### config.mk
export PLATFORM = sky130hd
export DESIGN_NAME = median_frame_sequencer
export DESIGN_NICKNAME = d
export VERILOG_FILES = /design/src/rtl/median_frame_sequencer_pkg.sv /design/src/rtl/median_frame_sequencer_cycle_timer.sv /design/src/rtl/median_frame_sequencer.sv
export SDC_FILE = /design/constraint.sdc
export NUM_CORES = 1
export LEC_CHECK = 0
export CORE_AREA = 3 3 101 79
export CTS_CLUSTER_DIAMETER = 200
export DETAILED_ROUTE_END_ITERATION = 6
export DIE_AREA = 0 0 104 82
export PLACE_DENSITY = 0.77
export SKIP_LAST_GASP = 1
export SLEW_MARGIN = 20
export SYNTH_ARGS = -nofsm -noshare
export SYNTH_HDL_FRONTEND = slang
export SYNTH_SLANG_ARGS = --single-unit
### constraint.sdc
create_clock -name clk -period 3 [get_ports clk]
set_clock_uncertainty 0.15 [all_clocks]
set_input_delay 0.9 -clock clk [delete_from_list [all_inputs] [get_ports clk]]
set_output_delay 0.9 -clock clk [all_outputs]
set_load 0.03 [all_outputs]
### src/rtl/median_frame_sequencer_pkg.sv
// Shared types and defaults for the median-filter frame sequencer.
package median_frame_sequencer_pkg;

    localparam int STATE_W      = 3;
    localparam int IMG_W_DEF    = 160;
    localparam int IMG_H_DEF    = 120;
    localparam int THRESH_W_DEF = 13;
    localparam int TIMER_W      = 16;

    typedef enum logic [STATE_W-1:0] {
        IDLE    = 3'd0,
        ARM     = 3'd1,
        CAPTURE = 3'd2,
        FILTER  = 3'd3,
        SETTLE  = 3'd4,
        EVAL    = 3'd5,
        WAKE    = 3'd6,
        SLEEP   = 3'd7
    } state_t;

endpackage

### src/rtl/median_frame_sequencer_cycle_timer.sv
// Load/run/expire down-counter; expire is high on the last cycle of a loaded interval.
module cycle_timer #(
    parameter int W = 16
) (
    input  logic         clk,
    input  logic         reset,
    input  logic         load,
    input  logic [W-1:0] load_val,
    input  logic         run,
    output logic         expire
);

    logic [W-1:0] cnt;

    always_ff @(posedge clk or negedge reset) begin
        if (!reset)
            cnt <= '0;
        else if (load)
            cnt <= load_val;
        else if (run && cnt != '0)
            cnt <= cnt - 1'b1;
    end

    assign expire = run && (cnt == W'(1));

endmodule

### src/rtl/median_frame_sequencer.sv
// Frame sequencer: capture -> median filter -> wake interrupt or timed sleep.
// Define FRAME_TIMEOUT_EN to add the FILTER watchdog and the sticky timeout_err flag.
module median_frame_sequencer
    import median_frame_sequencer_pkg::*;
#(
    parameter int IMG_W        = IMG_W_DEF,
    parameter int IMG_H        = IMG_H_DEF,
    parameter int SLEEP_CYCLES = 1000,
    parameter int THRESH_W     = THRESH_W_DEF,
    parameter int TIMEOUT_CYC  = 65535
) (
    input  logic                clk,
    input  logic                reset,
    input  logic                enable,
    input  logic                cam_frame_start,
    input  logic                cam_pixel_valid,
    input  logic [THRESH_W-1:0] threshold_in,
    output logic [THRESH_W-1:0] threshold_out,
    output logic                mem_we,
    output logic [7:0]          mem_x,
    output logic [7:0]          mem_y,
    output logic                filter_start,
    input  logic                filter_done,
    input  logic                filter_wakeup,
    output logic                wake_irq,
    input  logic                wake_ack,
    output logic                busy,
    output logic [2:0]          state_out,
    output logic [15:0]         frame_count,
    output logic                timeout_err
);

    localparam logic [7:0] X_LAST = 8'(IMG_W - 1);
    localparam logic [7:0] Y_LAST = 8'(IMG_H - 1);

    state_t state, next_state;
    logic [7:0] x_q, y_q;
    logic last_px, tmr_load, tmr_run, tmr_expire;
    logic [TIMER_W-1:0] tmr_val;

    // A frame-start pulse forces its own pixel to (0,0) even mid-capture.
    assign mem_x   = cam_frame_start ? 8'd0 : x_q;
    assign mem_y   = cam_frame_start ? 8'd0 : y_q;
    assign mem_we  = cam_pixel_valid &&
                     ((state == ARM && cam_frame_start) || state == CAPTURE);
    assign last_px = mem_we && mem_x == X_LAST && mem_y == Y_LAST;

    always_comb begin
        next_state = state;
        case (state)
            IDLE:    if (enable) next_state = ARM;
            ARM: begin
                if (!enable)              next_state = IDLE;
                else if (cam_frame_start) next_state = last_px ? FILTER : CAPTURE;
            end
            CAPTURE: begin
                if (!enable)      next_state = IDLE;
                else if (last_px) next_state = FILTER;
            end
            FILTER: begin
                if (!enable)          next_state = IDLE;
                else if (filter_done) next_state = SETTLE;
`ifdef FRAME_TIMEOUT_EN
                else if (tmr_expire)  next_state = IDLE;
`endif
            end
            SETTLE:  next_state = enable ? EVAL : IDLE;
            EVAL: begin
                if (!enable)            next_state = IDLE;
                else if (filter_wakeup) next_state = WAKE;
                else                    next_state = SLEEP;
            end
            WAKE:    if (wake_ack) next_state = IDLE;
            SLEEP: begin
                if (!enable)         next_state = IDLE;
                else if (tmr_expire) next_state = ARM;
            end
            default: next_state = IDLE;
        endcase
    end

    // SLEEP and FILTER are never adjacent, so one timer serves both.
    assign tmr_load = (next_state != state) && (next_state == SLEEP || next_state == FILTER);
    assign tmr_val  = (next_state == SLEEP) ? TIMER_W'(SLEEP_CYCLES) : TIMER_W'(TIMEOUT_CYC);
`ifdef FRAME_TIMEOUT_EN
    assign tmr_run  = (state == SLEEP) || (state == FILTER);
`else
    assign tmr_run  = (state == SLEEP);
`endif

    cycle_timer #(.W(TIMER_W)) u_timer (
        .clk      (clk),
        .reset    (reset),
        .load     (tmr_load),
        .load_val (tmr_val),
        .run      (tmr_run),
        .expire   (tmr_expire)
    );

    always_ff @(posedge clk or negedge reset) begin
        if (!reset) begin
            state         <= IDLE;
            x_q           <= '0;
            y_q           <= '0;
            threshold_out <= '0;
            filter_start  <= 1'b0;
            wake_irq      <= 1'b0;
            busy          <= 1'b0;
            frame_count   <= '0;
        end else begin
            state        <= next_state;
            filter_start <= (next_state == FILTER) || (next_state == SETTLE) ||
                            (next_state == EVAL);
            wake_irq     <= (next_state == WAKE);
            busy         <= (next_state != IDLE);
            if (state == ARM && enable && cam_frame_start)
                threshold_out <= threshold_in;
            if (state == EVAL && enable)
                frame_count <= frame_count + 16'd1;
            if (next_state != CAPTURE) begin
                x_q <= '0;
                y_q <= '0;
            end else if (mem_we) begin
                x_q <= (mem_x == X_LAST) ? 8'd0 : mem_x + 8'd1;
                y_q <= (mem_x == X_LAST) ? mem_y + 8'd1 : mem_y;
            end else if (cam_frame_start) begin
                x_q <= '0;
                y_q <= '0;
            end
        end
    end

`ifdef FRAME_TIMEOUT_EN
    always_ff @(posedge clk or negedge reset) begin
        if (!reset)
            timeout_err <= 1'b0;
        else if (state == FILTER && enable && !filter_done && tmr_expire)
            timeout_err <= 1'b1;
    end
`else
    assign timeout_err = 1'b0;
`endif

    assign state_out = state;

endmodule

After elaboration in Yosys (flattened, before gate mapping)
Index checks and enable logic that the tools add are counted.
{"block": "op_classes", "addsub": 4, "n_eq_ne": 17, "muxes": 26, "n_reduce_logical": 18}
{"op": "8-bit two-way mux", "n": 8}
{"op": "16-bit two-way mux", "n": 3}
{"op": "3-bit two-way mux", "n": 12}
{"op": "3-bit equality test, second input constant", "n": 8}
{"op": "3-bit one-hot mux with 8 select lines", "n": 1}
{"op": "16-bit by 1-bit adder with 16-bit output, second input constant", "n": 1}
{"op": "8-bit by 1-bit adder with 8-bit output, second input constant", "n": 2}
{"op": "16-bit by 1-bit equality test with 1-bit output, second input constant", "n": 1}
{"op": "16-bit nonzero test", "n": 1}
{"op": "16-bit by 1-bit subtractor with 16-bit output, second input constant", "n": 1}
{"op": "1-bit logical AND", "n": 10}
{"op": "3-bit by 2-bit equality test with 1-bit output, second input constant", "n": 3}
{"op": "8-bit by 7-bit equality test with 1-bit output, second input constant", "n": 1}
{"op": "8-bit equality test, second input constant", "n": 1}
{"op": "1-bit logical OR", "n": 4}
{"op": "3-bit by 1-bit equality test with 1-bit output, second input constant", "n": 1}
{"op": "3-bit zero test", "n": 1}
{"op": "3-bit by 2-bit inequality test with 1-bit output, second input constant", "n": 1}
{"op": "3-bit inequality test", "n": 1}
{"op": "3-bit nonzero test", "n": 1}
{"op": "1-bit two-way mux", "n": 2}
{"op": "2-bit nonzero test", "n": 1}
{"block": "word_totals", "register_bits": 67, "in_bits": 21, "output_inout_bits": 53, "wordCells": 74}

Depth between registers and ports, before layout
{"block": "depth", "ltp_word": 14, "mapped_depth": 11, "mapped_depth_nobuf": 8}

Hierarchy
Synthesis repeated with hierarchy kept, for this count alone.
{"block": "hier_totals", "cells_unflattened": 357, "area_unflattened_um2": 3633.5}
{"module": "median_frame_sequencer", "instances": 1, "cells_each": 239, "area_per_inst_um2": 2556.2, "seq_area_each_um2": 1276.2}
{"module": "cycle_timer", "instances": 1, "cells_each": 118, "area_per_inst_um2": 1077.3, "seq_area_each_um2": 400.4}

Worst setup path before layout
OpenSTA, ideal clock, no wires.
{"block": "synth_path", "path_type": "input to register", "from": "input cam_frame_start", "to": "register u_timer.cnt[12]", "arrival_time_ps": 3497, "path_slack_ps": -726, "path_stages": 11, "path_buffers": 3, "cell_sequence": "clkbuf_1 > clkbuf_1 > nor2b_1 > ha_1 > nor4bb_1 > and3_1 > nand3_1 > a211o_2 > o2111ai_4 > buf_8 > mux2i_1"}
{"block": "synth_between", "word_cells_on_any_way": 23, "cone_classes": "eq/ne: 5; mux: 10; reduce/logical: 8"}
{"element": "start, declared", "line": "median_frame_sequencer.sv:15", "text": "input logic cam_frame_start,"}
{"element": "8-bit two-way mux *"}
{"element": "net mem_y[1]", "line": "median_frame_sequencer.sv:21", "text": "output logic [7:0] mem_y,"}
{"element": "8-bit by 7-bit equality test with 1-bit output *", "line": "median_frame_sequencer.sv:46", "text": "assign last_px = mem_we && mem_x == X_LAST && mem_y == Y_LAST;"}
{"element": "1-bit logical AND *", "line": "median_frame_sequencer.sv:46"}
{"element": "1-bit two-way mux", "line": "median_frame_sequencer.sv:54", "text": "else if (cam_frame_start) next_state = last_px ? FILTER : CAPTURE;"}
{"element": "3-bit two-way mux", "line": "median_frame_sequencer.sv:54"}
{"element": "3-bit two-way mux", "line": "median_frame_sequencer.sv:53", "text": "if (!enable) next_state = IDLE;"}
{"element": "3-bit one-hot mux with 8 select lines *", "line": "median_frame_sequencer.sv:50", "text": "case (state)"}
{"element": "3-bit equality test / 3-bit by 2-bit equality test with 1-bit output (equally long branches)", "line": "median_frame_sequencer.sv:83, median_frame_sequencer.sv:84"}
{"element": "1-bit logical OR", "line": "median_frame_sequencer.sv:83", "text": "assign tmr_load = (next_state != state) && (next_state == SLEEP || next_state == FILTER);"}
{"element": "1-bit logical AND", "line": "median_frame_sequencer.sv:83"}
{"element": "16-bit two-way mux / 2-bit nonzero test (equally long branches)"}
{"element": "end signal, assigned", "line": "median_frame_sequencer_cycle_timer.sv:19", "text": "cnt <= load_val;"}
{"element": "end signal, assigned", "line": "median_frame_sequencer_cycle_timer.sv:21", "text": "cnt <= cnt - 1'b1;"}
{"element": "end, declared", "line": "median_frame_sequencer_cycle_timer.sv:13", "text": "logic [W-1:0] cnt;"}
The timed path passes the listed nets; every way through them passes the cells marked *.
A chain may end at the register's enable or synchronous reset.

Final worst setup path
{"block": "layout_path", "from": "input cam_frame_start", "to": "output mem_x[4]"}
{"block": "layout_between", "elab_chain_cells": 1}
{"element": "8-bit two-way mux"}
{"element": "end, declared", "line": "median_frame_sequencer.sv:20", "text": "output logic [7:0] mem_x,"}
Every way passes these cells.

==> flow_summary.ini <==
[synthesis]
avgSynthCellArea_sq_um = 10.79
ys_seq_elements = 67
syn_nets = 352
syn_inst = 325
yosys_warnings = 0
synth_ff_type = dfrtp_1
synthesis.area_sq_mm = 0.003508
async_flop_share_pct = 100.0
yosysSeqAreaShare_pct = 47.79
synth.distinct_cells = 49
synth_edf_count = 0

[floorplan]
io-pin-count = 74
die_x_microns = 104
dieHeight_microns = 82
die_area_sq_mm = 0.008528
start_util_pct = 48.99
fp-row-count = 27
coreArea_sq_mm = 0.007162

[drt]
ant_nets = 0
vias = 2872
totalWireLength_microns = 8398
drt-initial-drc-count = 120
drc_errors = 0
wire_per_inst_microns = 15.35
avgViaCountPerCell = 5.250
firstDrtPassIters = 4

[finish]
design_area_sq_mm = 0.004918
utilization_pct = 68.68
drive_gt1_share_pct = 26.23
num_antenna_cells = 0
final_cell_mix = 67 x dfrtp_1, 61 x buf_4, 53 x clkdlybuf4s50_1
n_fill_cell = 542
syn2layout_area_growth_pct = 40.19
stdcell_count = 547
layout_commonest_cell = dfrtp_1
fin_nets = 468

[sta]
max_slew_margin_pct = 67.10
setup_viol = 0
fmax_mhz = 338.3
tightest_slew_ns = 0.4884
fin_crit_sh_pct = 98.53
finalMaxSlewViolations = 0
tns_ns = 0
hold_viol_final = 0
fin_crit_ns = 2.956
rsz0062_at_grt = yes

[job]
max_cap_violations = 0

[clock_network]
clock_latency_ns = 0.35
clockBufferDepth = 2
cts_sinks = 67
clk_pin_slew_ns = 0.08
hold_buffers = 0
cts_buffers = 9
htreeDepth = 3
cts_tree = built
root_buffer = clkbuf_8

[outcome]
outcome = completed

[worst_setup_path]
worstSetupStartpoint = cam_frame_start
crit_arrival_ns = 1.91
r2r_start = u_timer.cnt[2]
cp-start-kind = primary input
cp.required_ns = 1.95
r2r_cells = 6
endpoint_kind = primary output
worst-r2r-setup-slack_ns = 0.17
path_max_fanout = 9
crit_type = in2out

[global_route]
grt_max_degree = 27
antenna_found_initial = 0
grt_overflow = 0
first_global_vias = 2941
grt_pass1_wl_microns = 13940
grt_usage_pct = 20.67

[pwr]
p_per_area_mw_per_mm2 = 518.3
leakage_uw = 0.002123
irDropWorstVdd_uv = 297.8

[place]
place.port_buffers = 72
dp_hpwl_microns = 6024
numPlacedInstances = 529
placed_area_sq_mm = 0.004638
gp_congestion = 0.8411

[worst_hold_path]
hp-class = reg2reg
min_path_cells = 1
hp-start = frame_count[15]
## layout make-up
| class | count | area (sq um) | share of cell area [%] |
|---|---|---|---|
| clock buffer | 9 | 123.9 | 2.518 |
| sequential | 67 | 1677 | 34.09 |
| inverter | 8 | 30.03 | 0.6105 |
| clock inverter | 7 | 107.6 | 2.188 |
| tap | 101 | 126.4 | 2.569 |
| multi-input combinational | 235 | 1788 | 36.35 |
| timing repair buffer | 120 | 1066 | 21.67 |
## flip-flops by register name (all words and copies together), names as in the netlist
| register | cells |
|---|---|
| frame_count | 16 |
| x_q | 8 |
| threshold_out | 13 |
| y_q | 8 |
| wake_irq | 1 |
| filter_start | 1 |
| state_out | 3 |
| busy | 1 |
| u_timer.cnt | 16 |
## where the power goes
part	internal, uW	switching [uW]	total [uW]
Combinational	286	331	618
Clock	485	393	878
Sequential	991	62.3	1050
## final timing paths
path                                         end
worst min register to register   frame_count[15]
worst min-delay path             frame_count[15]
max in group asynchronous        u_timer.cnt[11]
worst max register to register              busy
worst max-delay path                    mem_x[4]
min in group asynchronous       threshold_out[2]
## repair_timing
item / CTS / global route
pin swaps: 1 / 0
buffers inserted: 2 / 0
setup endpoints to repair: 45 / 16
resized for setup: 3 / 6
## worst max-delay path, stage by stage
cell,delay (ns)
clkdlybuf4s15_1,0.25
buf_6,0.18
buf_4,0.18
nor2b_4,0.12
buf_4,0.12
buf_4,0.15
## routing by layer
layer	track usage, %	routed length, microns	up-vias
met3	6.127	399	17
met5	0	0	-
li1	-	-	1363
met2	35.54	4134	81
met4	8.898	174	0
met1	24.63	3690	1411
## cell usage after synthesis (2+ instances only)
cell type	count	area share, %
xnor2_1	24	6.0
mux2_2	14	4.5
a21oi_1	3	0.43
nor4bb_1	2	0.57
nand3_1	12	1.7
o2111ai_1	3	0.75
or3_1	5	0.89
inv_1	8	0.86
o211ai_1	2	0.43
clkbuf_1	11	1.2
nor3b_1	2	0.43
or4_4	2	0.64
nor4_1	4	0.71
nor2_1	24	2.6
and4b_1	3	0.86
and4_1	6	1.5
nand3b_1	2	0.43
nand2b_1	3	0.54
xor2_1	19	4.7
a21o_1	2	0.43
nand2_1	22	2.4
o21ai_0	5	0.71
ha_1	6	2.1
dfrtp_1	67	48
nor3_1	11	1.6
nand4_1	5	0.89
and3_1	6	1.1
mux2i_1	11	3.1
nor2b_1	21	3.7
## cell families (layout without fill, tap and decap cells)
family	count (synthesis)	after routing	synth area share, %
AO/OA/AOI/OAI	23	23	5.706
XOR/XNOR	43	43	10.73
adder cells (fa/ha/maj)	6	6	2.140
buffers and inverters	23	144	3.138
flip-flops	67	67	47.79
multiplexers	25	25	7.632
other	1	1	0.1069
AND/OR/NAND/NOR	137	137	22.75
## through the flow
step	setup WS [ns]	power [uW]	hold WS, ns
after global placement	-0.5060	1662	0.3187
after CTS	0.01347	2566	0.3408
after detailed placement	-0.5736	1677	0.3290
after floorplan	-0.1651	1405	0.3325
after global routing	-0.02322	2658	0.3504
final	0.04409	2549	0.3343
(Power assumes the default switching activity.)
